$ cat src/rtl/l2_flush_engine.sv
// Flush/writeback sequencer for the Spandex L2: walks every set/way, writes back
// Owned words, then invalidates (flush_all=1) or downgrades them to Valid (flush_all=0).
module l2_flush_engine #(
  parameter int L2_SETS        = 256,
  parameter int L2_WAYS        = 16,
  parameter int WORDS_PER_LINE = 4,
  parameter int WORD_BITS      = 64,
  parameter int TAG_BITS       = 20,
  localparam int SET_W  = $clog2(L2_SETS),
  localparam int WAY_W  = $clog2(L2_WAYS),
  localparam int ADDR_W = TAG_BITS + SET_W,
  localparam int LINE_W = WORDS_PER_LINE * WORD_BITS,
  localparam int ST_W   = 2 * WORDS_PER_LINE
) (
  input  logic                      clk,
  input  logic                      rst,
  input  logic                      flush_valid,
  output logic                      flush_ready,
  input  logic                      flush_all,
  input  logic                      conflict_stall,
  output logic                      mem_rd_en,
  output logic [SET_W-1:0]          mem_set,
  output logic [WAY_W-1:0]          mem_way,
  input  logic [TAG_BITS-1:0]       mem_rd_tag,
  input  logic [ST_W-1:0]           mem_rd_state,
  input  logic [LINE_W-1:0]         mem_rd_line,
  output logic                      mem_wr_en,
  output logic [ST_W-1:0]           mem_wr_state,
  output logic                      wb_valid,
  input  logic                      wb_ready,
  output logic [ADDR_W-1:0]         wb_addr,
  output logic [WORDS_PER_LINE-1:0] wb_word_mask,
  output logic [LINE_W-1:0]         wb_line,
  output logic                      busy,
  output logic                      flush_done
);

  typedef enum logic [2:0] {
    IDLE  = 3'd0,
    READ  = 3'd1,
    EVAL  = 3'd2,
    WB    = 3'd3,
    WRITE = 3'd4,
    NEXT  = 3'd5,
    DONE  = 3'd6
  } state_t;

  localparam logic [SET_W-1:0] LAST_SET = SET_W'(L2_SETS - 1);
  localparam logic [WAY_W-1:0] LAST_WAY = WAY_W'(L2_WAYS - 1);

  localparam logic [1:0] ST_I = 2'd0;
  localparam logic [1:0] ST_V = 2'd1;
  localparam logic [1:0] ST_O = 2'd2;

  state_t                    state_reg;
  state_t                    state_next;
  logic [SET_W-1:0]          set_reg;
  logic [WAY_W-1:0]          way_reg;
  logic                      flush_all_reg;
  logic [ADDR_W-1:0]         wb_addr_reg;
  logic [WORDS_PER_LINE-1:0] wb_mask_reg;
  logic [LINE_W-1:0]         wb_line_reg;
  logic [ST_W-1:0]           wr_state_reg;

  logic [WORDS_PER_LINE-1:0] owned;
  logic [WORDS_PER_LINE-1:0] present;
  logic [ST_W-1:0]           downgraded;
  logic [ST_W-1:0]           new_state;
  logic                      last_way;
  logic                      last_set;

  // Per-word decode of the line just read: Owned words become V in downgrade mode.
  generate
    for (genvar gi = 0; gi < WORDS_PER_LINE; gi++) begin : g_word
      assign owned[gi]            = (mem_rd_state[2*gi +: 2] == ST_O);
      assign present[gi]          = (mem_rd_state[2*gi +: 2] != ST_I);
      assign downgraded[2*gi +: 2] = owned[gi] ? ST_V : mem_rd_state[2*gi +: 2];
    end
  endgenerate

  assign new_state = flush_all_reg ? '0 : downgraded;
  assign last_way  = (way_reg == LAST_WAY);
  assign last_set  = (set_reg == LAST_SET);

  always_ff @(posedge clk or negedge rst) begin
    if (!rst) begin
      state_reg <= IDLE;
    end else begin
      state_reg <= state_next;
    end
  end

  always_comb begin
    state_next  = state_reg;
    flush_ready = 1'b0;
    busy        = 1'b1;
    mem_rd_en   = 1'b0;
    mem_wr_en   = 1'b0;
    wb_valid    = 1'b0;
    flush_done  = 1'b0;
    case (state_reg)
      IDLE: begin
        flush_ready = 1'b1;
        busy        = 1'b0;
        if (flush_valid) begin
          state_next = READ;
        end
      end
      READ: begin
        // The MSHR owns this set while it stalls us; hold off the read.
        if (!conflict_stall) begin
          mem_rd_en  = 1'b1;
          state_next = EVAL;
        end
      end
      EVAL: begin
        if (owned != '0) begin
          state_next = WB;
        end else if (flush_all_reg && (present != '0)) begin
          state_next = WRITE;
        end else begin
          state_next = NEXT;
        end
      end
      WB: begin
        wb_valid = 1'b1;
        if (wb_ready) begin
          state_next = WRITE;
        end
      end
      WRITE: begin
        mem_wr_en  = 1'b1;
        state_next = NEXT;
      end
      NEXT: begin
        if (last_way && last_set) begin
          state_next = DONE;
        end else begin
          state_next = READ;
        end
      end
      DONE: begin
        flush_done = 1'b1;
        state_next = IDLE;
      end
      default: begin
        state_next = IDLE;
      end
    endcase
  end

  always_ff @(posedge clk or negedge rst) begin
    if (!rst) begin
      set_reg       <= '0;
      way_reg       <= '0;
      flush_all_reg <= 1'b0;
      wb_addr_reg   <= '0;
      wb_mask_reg   <= '0;
      wb_line_reg   <= '0;
      wr_state_reg  <= '0;
    end else begin
      case (state_reg)
        IDLE: begin
          if (flush_valid) begin
            flush_all_reg <= flush_all;
            set_reg       <= '0;
            way_reg       <= '0;
          end
        end
        EVAL: begin
          if (owned != '0) begin
            wb_addr_reg  <= {mem_rd_tag, set_reg};
            wb_mask_reg  <= owned;
            wb_line_reg  <= mem_rd_line;
            wr_state_reg <= new_state;
          end else if (flush_all_reg && (present != '0)) begin
            wr_state_reg <= '0;
          end
        end
        NEXT: begin
          // Counters park on the final set/way instead of wrapping.
          if (last_way) begin
            if (!last_set) begin
              way_reg <= '0;
              set_reg <= set_reg + 1'b1;
            end
          end else begin
            way_reg <= way_reg + 1'b1;
          end
        end
        default: begin
        end
      endcase
    end
  end

  assign mem_set      = set_reg;
  assign mem_way      = way_reg;
  assign mem_wr_state = wr_state_reg;
  assign wb_addr      = wb_addr_reg;
  assign wb_word_mask = wb_mask_reg;
  assign wb_line      = wb_line_reg;

endmodule

$ cat config.mk
export PLATFORM = sky130hd
export DESIGN_NAME = l2_flush_engine
export DESIGN_NICKNAME = d
export VERILOG_FILES = /design/src/rtl/l2_flush_engine.sv
export SDC_FILE = /design/constraint.sdc
export NUM_CORES = 1
export LEC_CHECK = 0
export CORE_AREA = 5 5 233 235
export CTS_CLUSTER_DIAMETER = 40
export DETAILED_ROUTE_END_ITERATION = 12
export DIE_AREA = 0 0 238 240
export PLACE_DENSITY = 0.52
export SETUP_SLACK_MARGIN = 0.3
export SLEW_MARGIN = 20
export SYNTH_ARGS = -nofsm -noshare
export SYNTH_HDL_FRONTEND = slang
export SYNTH_SLANG_ARGS = --single-unit
$ cat constraint.sdc
create_clock -name clk -period 2.1 [get_ports clk]
set_input_delay 0.42 -clock clk [delete_from_list [all_inputs] [get_ports clk]]
set_output_delay 0.42 -clock clk [all_outputs]
set_load 0.02 [all_outputs]
==> results of run 1 <==
[per-stage QoR]
stage          cell area, um^2  instances
6_report                 23500       2829
5_1_grt                  23500       2828
4_1_cts                  22100       2800
3_5_place_dp             19500       2651
3_3_place_gp             19500       2651
2_1_floorplan            12100       1352
[worst max-delay path: cells and delay by family, from the launching register on]
kind	cells	cell delay, ns
and+or+nand+nor	3	0.53
AOI/OAI and AO/OA	1	0.21
DFF	1	0.43
buffers and inverters	6	0.82
[cells by family after synthesis]
family,synth area share
fa+ha+maj,0.00207
compound gates,0.0281
mux,0.00166
flops,0.646
xor+xnor,0.000725
simple gates,0.292
buf+inv,0.0288
[layout make-up]
type,count,share of cell area
timing repair buffer,747,0.335
sequential,312,0.332
clock buffer,73,0.0679
clock inverter,33,0.0152
tap,688,0.0366
inverter,6,0.00106
multi-input combinational,967,0.211
antenna,3,0.000319
[worst paths after layout]
kind	end	cells past startpoint	slack, ns	startpoint
min in group asynchronous	mem_way[1]$_DFFE_PN0P_	2	0.40	rst
worst max-delay path	wb_line[42]$_DFFE_PN0P_	10	0.06	state_reg[2]$_DFFE_PN0P_
worst min-delay path	wb_line[190]$_DFFE_PN0P_	3	0.34	mem_rd_line[190]
worst max register to register	wb_line[42]$_DFFE_PN0P_	10	0.06	state_reg[2]$_DFFE_PN0P_
max in group asynchronous	wb_line[132]$_DFFE_PN0P_	3	0.95	rst
worst min register to register	wb_addr[14]$_DFFE_PN0P_	2	0.46	wb_addr[14]$_DFFE_PN0P_
[power groups by stage]
stage | Clock, mW | Sequential, mW | Combinational (mW)
floorplan | 0 | 13.5 | 3.75
global placement | 0 | 10.3 | 15.4
global route | 9.74 | 10.6 | 17.4
finish | 9.21 | 10.2 | 16.2
CTS | 9.47 | 10.2 | 15.2
detailed placement | 0 | 10.4 | 15.5
[metal layers]
metal / vias up / track usage / share of wire
met5: - / 0 / 0.00013
met4: 2 / 0.0437 / 0.020
met3: 67 / 0.0578 / 0.077
met2: 400 / 0.297 / 0.51
met1: 5742 / 0.202 / 0.39
li1: 5706 / - / -
[cells in the final DEF (no fill, tap or decap), drive strengths merged, types with 5 or more instances in the layout]
cell,netlist,routed
nand2,869,869
dfrtp,312,312
clkdlybuf4s50,0,288
dlygate4sd2,0,260
buf,59,146
clkbuf,8,78
clkdlybuf4s15,0,47
inv,6,15
clkinv,0,15
o21ai,11,11
nor2,9,9
nand2b,7,7
a21oi,7,7
and3,6,6
clkinvlp,0,5
[what timing repair did]
action / CTS / global route
buffers inserted: 24 / 21
gates cloned: 18 / 5
resized for setup: 464 / 329
pin swaps: 8 / 218
hold endpoints to repair: 44 / 0
hold buffers: 1 / 0
setup endpoints to repair: 583 / 374
==> results.py, run 1 <==
metrics = {
    "drt": {
        "drtIter0Drc": 435,
        "routed_wl_um": 51900,
        "vias": 11900,
        "via_per_inst": 4.21,
        "wire_per_inst_um": 18.4,
        "final_antenna_net_count": 0,
        "remaining_drc_errors": 0,
        "dr.pass1.iters": 4,
    },
    "pwr": {
        "p_seq_frac": 0.287,
        "clock_power_share": 0.258,
        "total_power_mw": 35.6,
        "p_int_mw": 21.4,
        "switching_share": 0.398,
        "power_density_nw_per_um2": 1510,
        "p_sw_mw": 14.2,
        "p_leak_nw": 12.3,
        "p_comb_frac": 0.454,
        "peakVddDrop_mv": 0.766,
    },
    "yosys": {
        "synth_commonest_cells": "nand2_1 (869), dfrtp_1 (312), buf_2 (59), o21ai_0 (10), nor2_1 (9)",
        "async_reset_ff_frac": 1.00,
        "yosysTopAreaCellShare": 0.646,
        "yosysWarningCount": 0,
        "netlist_area_um2": 12100,
        "ys_ff_latch": 312,
        "synth_top_area_cell": "dfrtp_1",
        "synth_fp_nets": 1644,
        "ys_seq_area_frac": 0.646,
        "syn_avg_cell_area_um2": 8.93,
        "synth_edf_count": 0,
        "ys_top_cells_by_area": "dfrtp_1 (65%), nand2_1 (27%), buf_2 (2.4%), o21ai_0 (0.41%), nand2b_1 (0.36%)",
        "synth_cells": 1352,
        "synth_cell_type_count": 40,
        "yosys.cell_count.top_type": "nand2_1",
        "synth_flop_cell": "dfrtp_1",
    },
    "grt": {
        "grt_max_degree": 57,
        "overflow": 0,
        "grt_antenna_before_repair": 4,
        "grtUsageTotal": 0.170,
        "grt_pass1_vias": 12400,
        "grt_first_pass_wirelength_um": 75700,
    },
    "worst_setup_path": {
        "end_kind": "register",
        "cp.arrival_ns": 2.57,
        "crit_chain": "buf_6, or3b_4, a41oi_4, buf_12, buf_12, buf_16, buf_12, buf_12, nand2_4, nand2_2",
        "cp.required_ns": 2.63,
        "crit_type": "register to register",
        "cp_max_fo": 7,
        "cp-start-kind": "register",
        "cpPeakStageDelay_ns": 0.43,
        "crit_path_top_delay_cell": "dfrtp_2",
        "cpMostUsedCell": "buf_12",
    },
    "layout": {
        "areaGrowthSynthToFinish_pct": 94.7,
        "fin_util": 0.452,
        "largest_register_ffs": 256,
        "final_nets": 2383,
        "seq_area_um2": 7820,
        "multi_input_area_um2": 4970,
        "drive_gt1_frac": 0.240,
        "fillers": 5035,
    },
    "clocking": {
        "htree_levels": 2,
        "cts.clk_slew.worst_paths_ns": 0.05,
        "clock-sinks": 312,
        "cts_made_buffers": 57,
        "cts_tree": "done",
        "clockBufferDepth": 3,
        "clockRootBuffer": "clkbuf_16",
        "clock_latency_ns": 0.60,
    },
    "floorplan": {
        "core.rowCount": 84,
        "die_w_um": 238,
        "core_region_area_um2": 52000,
        "die-area_um2": 57100,
        "io_pins": 604,
        "die_y_um": 240,
        "start_util": 0.232,
    },
    "sta": {
        "clock_skew_ns": 0.0234,
        "slew_viol_final": 0,
        "finalCriticalPeriod_ns": 2.04,
        "final.setup.tns_ns": 0,
        "timing.final.crit_share": 0.972,
        "finalHoldWorstSlack_ns": 0.345,
        "setup_slack_ns": 0.0582,
        "finalHoldViolCount": 0,
        "fmax_mhz": 490,
        "finalSetupViolCount": 0,
        "tightest_slew_ns": 0.566,
        "rsz0062_at_grt": "yes",
        "slew_headroom": 0.623,
    },
    "placement": {
        "dp_hpwl_um": 36400,
        "globalplace.congestion": 0.826,
        "io_buffers": 603,
        "pre_cts_slack_ns": -0.129,
    },
    "status": {
        "outcome": "complete, no violations",
    },
    "min_path": {
        "hold_path_class": "input port to register",
    },
    "run": {
        "drv_cap": 0,
    },
}
Note: power is estimated with default switching activity, not from simulation.
==> run 2: changes to the inputs <==
--- a/config.mk
+++ b/config.mk
@@ -11,7 +11,6 @@
 export DIE_AREA = 0 0 238 240
 export PLACE_DENSITY = 0.52
 export SETUP_SLACK_MARGIN = 0.3
-export SLEW_MARGIN = 20
 export SYNTH_ARGS = -nofsm -noshare
 export SYNTH_HDL_FRONTEND = slang
 export SYNTH_SLANG_ARGS = --single-unit
==> results of run 2 <==
The final DEF is identical to that of run 1; final timing and power are the same.
